**src/rtl/fpdiv_seq.sv**
```systemverilog
// Sequential single-precision divider: restoring divide, one quotient bit per cycle, truncating.
// Optional macro FPDIV_SPECIAL_EN adds zero-operand detection (x/0 -> inf, 0/x -> signed zero).
module fpdiv_seq #(
    parameter int unsigned EXP_BIAS = 127
) (
    input  logic        clk,
    input  logic        rst,
    input  logic        in_valid,
    output logic        in_ready,
    input  logic [31:0] a,
    input  logic [31:0] b,
    output logic        out_valid,
    input  logic        out_ready,
    output logic [31:0] c
);

    typedef enum logic [1:0] {IDLE, DIV, NORM, DONE} state_t;

    state_t      state;
    state_t      state_nxt;
    logic [4:0]  cnt;
    logic [24:0] rem;
    logic [23:0] dvs;
    logic [24:0] q;
    logic        sign;
    logic [7:0]  expo;
    logic [24:0] diff;
    logic        ge;
    logic        accept;

`ifdef FPDIV_SPECIAL_EN
    logic        spec_hit;
    logic [31:0] spec_val;
`endif

    assign accept = in_valid && in_ready;
    assign ge     = rem >= {1'b0, dvs};
    assign diff   = rem - {1'b0, dvs};

    always_ff @(posedge clk) begin
        if (rst) begin
            state <= IDLE;
        end else begin
            state <= state_nxt;
        end
    end

    always_comb begin
        state_nxt = state;
        case (state)
            IDLE:    if (in_valid) state_nxt = DIV;
            DIV:     if (cnt == 5'd0) state_nxt = NORM;
            NORM:    state_nxt = DONE;
            DONE:    if (out_ready) state_nxt = IDLE;
            default: state_nxt = IDLE;
        endcase
    end

    always_comb begin
        in_ready  = (state == IDLE);
        out_valid = (state == DONE);
    end

    always_ff @(posedge clk) begin
        if (rst) begin
            cnt  <= '0;
            rem  <= '0;
            dvs  <= '0;
            q    <= '0;
            sign <= 1'b0;
            expo <= '0;
            c    <= '0;
`ifdef FPDIV_SPECIAL_EN
            spec_hit <= 1'b0;
            spec_val <= '0;
`endif
        end else begin
            case (state)
                IDLE: begin
                    if (accept) begin
                        sign <= a[31] ^ b[31];
                        expo <= a[30:23] - b[30:23] + 8'(EXP_BIAS);
                        rem  <= {2'b01, a[22:0]};
                        dvs  <= {1'b1, b[22:0]};
                        q    <= '0;
                        cnt  <= 5'd24;
`ifdef FPDIV_SPECIAL_EN
                        // Divisor zero wins over dividend zero (0/0 yields infinity).
                        spec_hit <= (b[30:0] == 31'd0) || (a[30:0] == 31'd0);
                        spec_val <= (b[30:0] == 31'd0) ? {a[31] ^ b[31], 8'hFF, 23'h0}
                                                       : {a[31] ^ b[31], 31'h0};
`endif
                    end
                end
                DIV: begin
                    // rem < 2*dvs always holds, so the shifted value fits in 25 bits.
                    if (ge) begin
                        rem <= {diff[23:0], 1'b0};
                        q   <= {q[23:0], 1'b1};
                    end else begin
                        rem <= {rem[23:0], 1'b0};
                        q   <= {q[23:0], 1'b0};
                    end
                    if (cnt != 5'd0) cnt <= cnt - 5'd1;
                end
                NORM: begin
`ifdef FPDIV_SPECIAL_EN
                    if (spec_hit) begin
                        c <= spec_val;
                    end else
`endif
                    if (q[24]) begin
                        c <= {sign, expo, q[23:1]};
                    end else begin
                        c <= {sign, expo - 8'd1, q[22:0]};
                    end
                end
                default: ;
            endcase
        end
    end

endmodule

```
**config.mk**
```make
export PLATFORM = sky130hd
export DESIGN_NAME = fpdiv_seq
export DESIGN_NICKNAME = d
export VERILOG_FILES = /design/src/rtl/fpdiv_seq.sv
export SDC_FILE = /design/constraint.sdc
export NUM_CORES = 1
export LEC_CHECK = 0
export CAP_MARGIN = 10
export CORE_ASPECT_RATIO = 1.25
export CORE_MARGIN = 1.5
export CORE_UTILIZATION = 40
export DETAILED_ROUTE_END_ITERATION = 8
export GPL_TIMING_DRIVEN = 1
export PLACE_DENSITY = 0.72
export SETUP_SLACK_MARGIN = 0.05
export SYNTH_ARGS = -nofsm -noshare
export SYNTH_HDL_FRONTEND = slang
export SYNTH_SLANG_ARGS = --single-unit
```
**constraint.sdc**
```tcl
create_clock -name clk -period 3.9 [get_ports clk]
set_input_delay 0.585 -clock clk [delete_from_list [all_inputs] [get_ports clk]]
set_output_delay 0.585 -clock clk [all_outputs]
set_load 0.03 [all_outputs]
```
==> results.sh <==
export IMPL_row_count=53
export IMPL_fp_coreArea_mm2=0.0167
export IMPL_fin_tns_setup_ns=0
export IMPL_area_growth_pct=25.9
export IMPL_dp_slack_ns=0.776
export IMPL_grt_usage_pct=19.2
export IMPL_grt_overflow_total=0
export IMPL_power_density_mw_per_mm2=882
export IMPL_reg2reg_from="dvs[14]"
export IMPL_dr_pass1_iters=5
export IMPL_portBuffers=101
export IMPL_clkSlewWorstSetupHoldPaths_ns=0.06
export IMPL_synth_avg_cell_area_um2=8.20
export IMPL_ff2ff_path_depth=10
export IMPL_min_path_cells=2
export IMPL_critical_path_top_delay_family="compound AO/OA/AOI/OAI gates"
export IMPL_setup_viol_count_final=0
export IMPL_cts_htree_levels=4
export IMPL_rsz0062_at_grt="false"
export IMPL_final_seq_area_mm2=0.00244
export IMPL_vias=6060
export IMPL_start_kind="flip-flop"
export IMPL_cp_max_fo=24
export IMPL_cts_hold_buf=0
export IMPL_final_period_utilization_pct=80.5
export IMPL_drtIter0Drc=433
export IMPL_final_max_slew_violation_count=0
export IMPL_hold_path_end="dvs[11]"
export IMPL_cts_setup_buffers=0
export IMPL_fin_ws_ns=0.759
export IMPL_critPathCaptureType="flip-flop"
export IMPL_wl_um=16500
export IMPL_required_ns=4.22
export IMPL_drc=0
export IMPL_detail_route_antenna_nets=0
export IMPL_dpl_cell_count=1104
export IMPL_worst_r2r_endpoint="rem[8]"
export IMPL_dp_hpwl_um=11400
export IMPL_die_h_um=149
export IMPL_grt_pass1_wl_um=27800
export IMPL_r2r_slack_ns=0.76
export IMPL_fin_nets=1017
export IMPL_clock_latency_ns=0.43
export IMPL_finalClockSkew_ns=0.00496
export IMPL_cts_tree="built"
export IMPL_dieWidth_um=120
export IMPL_gp_congestion=0.903
export IMPL_grt_pass1_vias=5871
export IMPL_holdCritStartpoint="dvs[11]"
export IMPL_diodes=0
export IMPL_fmax_mhz=318
export IMPL_grt_max_degree=86
export IMPL_start_util_pct=40.6
export IMPL_startpoint="dvs[14]"
export IMPL_synth_edf_count=0
export IMPL_cp_buffers_inverters=1
export IMPL_ys_ff_latch=122
export IMPL_syn_nets=942
export IMPL_drive_gt1_share_pct=5.79
export IMPL_cts_buffers_inserted=17
export IMPL_fin_crit_ns=3.14
export IMPL_synth_distinct_cells=64
export IMPL_finalHoldViolations=0
export IMPL_yosys_warnings=0
export IMPL_cp_slowest_cell="a31o_2"
export IMPL_wl_per_cell_um=14.5
export IMPL_syn_inst=828
export IMPL_relSlewSlack_pct=25.7
export IMPL_synthArstFlopShare_pct=0
export IMPL_via_per_inst=5.33
export IMPL_final_cells=1136
export IMPL_root_buffer="clkbuf_16"
export IMPL_fill_cells=1638
export IMPL_dieArea_mm2=0.0178
export IMPL_status="completed"
export IMPL_p_leak_uw=0.00321
export IMPL_io_pins=102
export IMPL_crit_chain="inv_1 > ha_1 > and4_4 > a32o_1 > a31oi_1 > nor3b_2 > a31o_2 > a21oi_1 > a21boi_0 > o41ai_1"
export IMPL_crit_type="flip-flop to flip-flop"
export IMPL_cts_resized=0
export IMPL_multi_input_area_mm2=0.00396
export IMPL_clockBufferDepth=2
export IMPL_maxCapViolCount=0
export IMPL_syn_area_mm2=0.00679
export IMPL_worst_pin_slew_ns=1.11
export IMPL_critical_path_max_stage_delay_ns=0.55
export IMPL_ir_drop_mv=0.506
export IMPL_synth_top_flop_cell="dfxtp_1"
export IMPL_cts_sinks=122
export IMPL_hold_class="flip-flop to flip-flop"
export IMPL_ys_seq_area_share_pct=36.0
export IMPL_antenna_found_initial=0
export IMPL_arrival_ns=3.46
## worst max-delay path by stage
stage	cells after the start	endpoint	slack, ns
floorplan	10	rem[19]	1.36
global placement	10	rem[5]	0.83
detailed placement	10	rem[5]	0.78
CTS	10	rem[5]	0.76
global route	10	rem[5]	0.53
finish	10	rem[8]	0.76
## worst min-delay path, stage by stage, from the launching register on
cell and delay (ns):
dfxtp_1 0.31, nand2_1 0.05, a21oi_1 0.05
## layout make-up
class | instances | share of cell area [%]
Multi-Input combinational cell | 603 | 46.3
Tap cell | 220 | 3.22
Clock buffer | 23 | 5.71
Clock inverter | 9 | 1.33
Timing Repair Buffer | 109 | 12.6
Inverter | 50 | 2.20
Sequential cell | 122 | 28.6
## synthesized netlist by cell type (4+ instances only)
cell      number  area, um^2
ha_1          44         551
nand2_1       94         353
or3_1          5        31.3
inv_1         50         188
a31oi_1        5        31.3
clkbuf_1      39         146
xnor2_1       22         193
a211o_1        4        35.0
a32o_1         5        50.1
a21oi_1       63         315
o22ai_1        4        25.0
a211oi_1      36         270
nor2_1        99         372
buf_1          8        30.0
o211ai_1       8        60.1
a22oi_1       27         203
nor4_1         5        31.3
o21ai_0       17        85.1
dfxtp_1      122        2440
a21o_1        16         120
o21bai_1       4        30.0
nor3_1        21         105
o21a_1         7        52.6
xor2_1         7        61.3
and2_1         4        25.0
buf_2          4        20.0
nand3_1        8        40.0
mux2i_1       34         340
and3_1         8        50.1
## cells by family after synthesis
| logic type | after synthesis | share of synthesized area, % |
|---|---|---|
| AND/OR/NAND/NOR | 261 | 16.8 |
| multiplexers | 36 | 5.35 |
| adder cells (fa/ha/maj) | 46 | 8.70 |
| buffers and inverters | 103 | 5.88 |
| AO/OA/AOI/OAI | 231 | 23.6 |
| flip-flops | 122 | 36.0 |
| XOR/XNOR | 29 | 3.74 |
## per-layer routing
metal | up-vias | part of all wire (%) | global-route usage, %
met5 | - | 0 | 0
met4 | 0 | 1.7 | 7.20
met3 | 21 | 3.5 | 3.95
met2 | 137 | 50 | 33.2
met1 | 2808 | 44 | 23.6
li1 | 3094 | - | -
## cells in the final DEF (no fill, tap or decap), drive strengths merged, types with 3 or more instances in the layout
cell type        n
o22ai            4
a311oi           3
ha              44
nor2b            3
a31oi            6
o21ai           18
o21a             7
nor4b            3
nand3            8
inv             50
a21o            16
clkinvlp         3
dfxtp          122
clkinv           4
clkdlybuf4s50  100
o311ai           3
a31o             3
xor2             7
clkbuf          23
nor3            21
a21boi           3
nand4            3
a211oi          37
or3              5
and2             5
nand2           95
nor2            99
a211o            4
xnor2           22
buf              9
a22oi           27
and3             8
a32o             5
nor4             5
o211ai           8
o21bai           4
a21oi           63
mux2i           34
## flip-flops by register name, indices dropped and copies added (netlist names)
register and cells:
q 25, c 32, rem 25, sign 1, expo 8, state 2
dvs 24, cnt 5
## power by group
part | internal (uW) | switching (uW)
Combinational | 1670 | 2520
Clock | 1010 | 579
Sequential | 1550 | 209
## per-stage QoR
stage               hold WS [ns]  util, %  power (uW)  area [um^2]
floorplan                  0.435        -        4960         6790
global placement           0.443     47.5        5890         7950
detailed placement         0.448     47.5        5940         7950
CTS                        0.455     51.1        7560         8550
global route               0.479     51.1        8100         8550
finish                     0.453     51.1        7540         8550
Power figures use the tool's default switching activity.
==> RTL edit 1: new RTL, config.mk and constraints unchanged <==
Reset style: asynchronous (`rst`), changed in 2 clocked blocks.
--- a/src/rtl/fpdiv_seq.sv
+++ b/src/rtl/fpdiv_seq.sv
@@ -37,7 +37,7 @@
     assign ge     = rem >= {1'b0, dvs};
     assign diff   = rem - {1'b0, dvs};
 
-    always_ff @(posedge clk) begin
+    always_ff @(posedge clk or posedge rst) begin
         if (rst) begin
             state <= IDLE;
         end else begin
@@ -61,7 +61,7 @@
         out_valid = (state == DONE);
     end
 
-    always_ff @(posedge clk) begin
+    always_ff @(posedge clk or posedge rst) begin
         if (rst) begin
             cnt  <= '0;
             rem  <= '0;
Function: differs if rst is asserted again (counterexample within 4 cycles, from zero or initial values and one cycle with rst high); with rst held inactive, the same outputs for 10 cycles.
==> RTL edit 1 against the original RTL <==
Synthesized area increased by 4.4%. Via count shrank 7.9%. Setup slack improved by 0.17 ns. Worst hold slack improved by 0.0071 ns. Count of clock-buffer cells in the layout increased by 1. Sequential cell count unchanged. Sequential power up 22%. Design area grew 4.5%. Wire length decreased by 0.91%. Total power is 18% higher. Largest cell class unchanged. Largest power group unchanged.
==> RTL edit 1: results (changes against the original RTL) <==
outcome completed; count of sequential standard cells 122 (unchanged); flop2flop setup slack 0.93 ns (+0.17 ns); library cells used by synthesis 63 (-1.6%); fraction of layout instances using a drive strength above 1 10.4% (+4.6 points); total global routing track utilization 18.8% (-0.40 points); post-route clock skew 0.00823 ns (+0.00327 ns); Async S/R FF share, synth 100% (+100 points); main area contributors after synthesis sky130_fd_sc_hd__dfrtp_1 (43%), sky130_fd_sc_hd__ha_1 (7.8%), sky130_fd_sc_hd__a21oi_1 (5.7%), sky130_fd_sc_hd__mux2i_1 (4.9%), sky130_fd_sc_hd__mux2_2 (4.6%); first-pass detailed-route iteration total 7 (+2); fin nets 923 (-9.2%); compound-gate portion of the synthesized area 19.7% (-3.9 points); total wire length after detailed routing 16300 um (-0.91%); placed wire-length estimate 11600 um (+0.94%); largest net degree at the start of global routing 52 (-40%); power in sequential cells 2140 uW (+22%); end point of the worst hold path dvs[23]; power in the clock group 1630 uW (+3%); syn nets 830 (-12%); fill cell count 1630 (-0.49%); r2r worst-path depth 9 (-1); share of the synthesized netlist area taken by xor and xnor gates 4.45% (+0.71 points); Leak 0.00392 uW (+22%); Seq/total area 34.2% (+5.6 points); maximum resistive drop on vdd 0.000429 V (-15%); global placer's final weighted congestion 0.909 (+0.68%); Worst Hold Launch dvs[23]; count of plain and timing-repair buffers in the layout 111 (+1.8%); clock distribution area overhead in the final layout 6.86% (-0.18 points); first-pass GRT wire length 27600 um (-0.70%); sequential area share after synthesis 43.1% (+7.1 points); sw frac 43.8% (-0.14 points); slowest cell on the critical path sky130_fd_sc_hd__dfrtp_1
[RTL edit 1: logic make-up (layout without fill, tap and decap cells)]
group	Yosys count	count (layout)
and+or+nand+nor	147	147
adders and majority gates	46	46
buffers and inverters	85	189
AOI/OAI and AO/OA	216	216
muxes	64	64
DFF	122	122
xor gates and xnor gates	36	36
[RTL edit 1: routing by layer]
metal  up-vias  wire length, um  track usage, %
li1       2739                -               -
met1      2689             7190            24.6
met2       127             8170            30.4
met3        29              607            3.60
met4         0              367            8.03
met5         -                0               0
[RTL edit 1: through the flow]
step / setup slack (ns) / instances / cell area (um^2) / total power (uW) / hold slack, ns
6_report: 0.930 / 1044 / 8930 / 8920 / 0.460
5_1_grt: 0.739 / 1044 / 8930 / 9630 / 0.476
4_1_cts: 0.981 / 1044 / 8930 / 8960 / 0.458
3_5_place_dp: 0.934 / 1014 / 8320 / 7290 / 0.445
3_3_place_gp: 0.982 / 1014 / 8320 / 7190 / 0.434
2_1_floorplan: 0.0725 / 716 / 7090 / 5970 / 0.418
==> RTL edit 2: new RTL, same settings <==
Made on the original files. The option `FPDIV_SPECIAL_EN` is turned on by a define.
--- a/src/rtl/fpdiv_seq.sv
+++ b/src/rtl/fpdiv_seq.sv
@@ -1,5 +1,7 @@
 // Sequential single-precision divider: restoring divide, one quotient bit per cycle, truncating.
 // Optional macro FPDIV_SPECIAL_EN adds zero-operand detection (x/0 -> inf, 0/x -> signed zero).
+`define FPDIV_SPECIAL_EN
+
 module fpdiv_seq #(
     parameter int unsigned EXP_BIAS = 127
 ) (
Check against the original RTL: no difference found for any inputs over 10 cycles, from zero or initial values and one cycle with rst high; that may be too few to reach the edited logic, so the function may still have changed.
==> RTL edit 2 against the original RTL <==
First-iteration DRC count decreased by 4.2%. Sequential cell count increased by 2. Count of clock-buffer cells in the layout unchanged. Setup slack got worse by 0.021 ns. Wire length increased by 21%. Total power decreased by 3.0%. Non-clock buffer count increased by 6. Die area increased by 5.2%. Combinational power decreased by 2%. Design area increased by 3.9%. Synthesized area increased by 5.3%. Critical path depth increased by 2. Clock skew increased by 0.00079 ns. Critical path type unchanged. Highest routed layer unchanged.
==> RTL edit 2: results (changes against the original RTL) <==
end point of the worst hold path dvs[18]; transition at the pin with the smallest max-transition slack 0.843 ns (-0.272 ns); number of DRC violations after detailed-routing iteration 0 415 (-4.2%); Avg WL per Cell 16.8 um (+15%); flop2flop setup slack 0.74 ns (-0.02 ns); outcome completed; share of the synthesized netlist area taken by xor and xnor gates 4.53% (+0.79 points); crit path capture rem[23]; Clock Power Share 20.9% (-0.2 points); global placer's final weighted congestion 0.932 (+3.3%); Worst Hold Launch dvs[18]; total global routing track utilization 21.7% (+2.4 points); fin nets 1073 (+5.5%); library cells used by synthesis 68 (+6.3%); delay contributed by the slowest stage of the critical path 0.65 ns (+0.10 ns); placed wire-length estimate 14500 um (+26%); Post-synth top cells sky130_fd_sc_hd__dfxtp_1 (124), sky130_fd_sc_hd__a21oi_1 (97), sky130_fd_sc_hd__nor2_1 (87); wire length on met3 859 um (+49%); Vias/cell 5.49 (+2.9%); area share of fa/ha/maj cells after synthesis 8.26% (-0.44 points); signal arrival time at the worst endpoint 3.49 ns (+0.03 ns); slowest cell on the critical path sky130_fd_sc_hd__a2111oi_1; r2r worst-path depth 12 (+2); proportion of synthesized area in mux cells 5.02% (-0.32 points); fraction of layout instances using a drive strength above 1 8.66% (+2.9 points); CP Max Fanout 3 (-88%)
==> RTL edit 2: metal layers <==
layer / vias to the layer above / GRT usage (%)
li1: 3267 / -
met1: 3057 / 26.0
met2: 180 / 35.5
met3: 50 / 4.30
met4: 0 / 12.7
met5: - / 0
==> RTL edit 2: through the flow <==
step	setup slack [ns]	hold slack [ns]	area, um^2	power [uW]	utilization [%]
finish	0.737	0.455	8880	7310	50.7
global route	0.411	0.471	8880	7840	50.7
global placement	0.849	0.443	8320	5730	47.5
floorplan	1.24	0.435	7150	4840	-
CTS	0.770	0.456	8880	7310	50.7
detailed placement	0.790	0.448	8320	5760	47.5
==> RTL edit 2: area by class of cell <==
cell class	count	share of cell area [%]
flip-flops and latches	124	28.0
clock inverters	7	1.03
repair buffers	115	12.5
multi-input cells	651	47.9
clock buffers	23	5.27
well taps	224	3.16
inverters	50	2.11
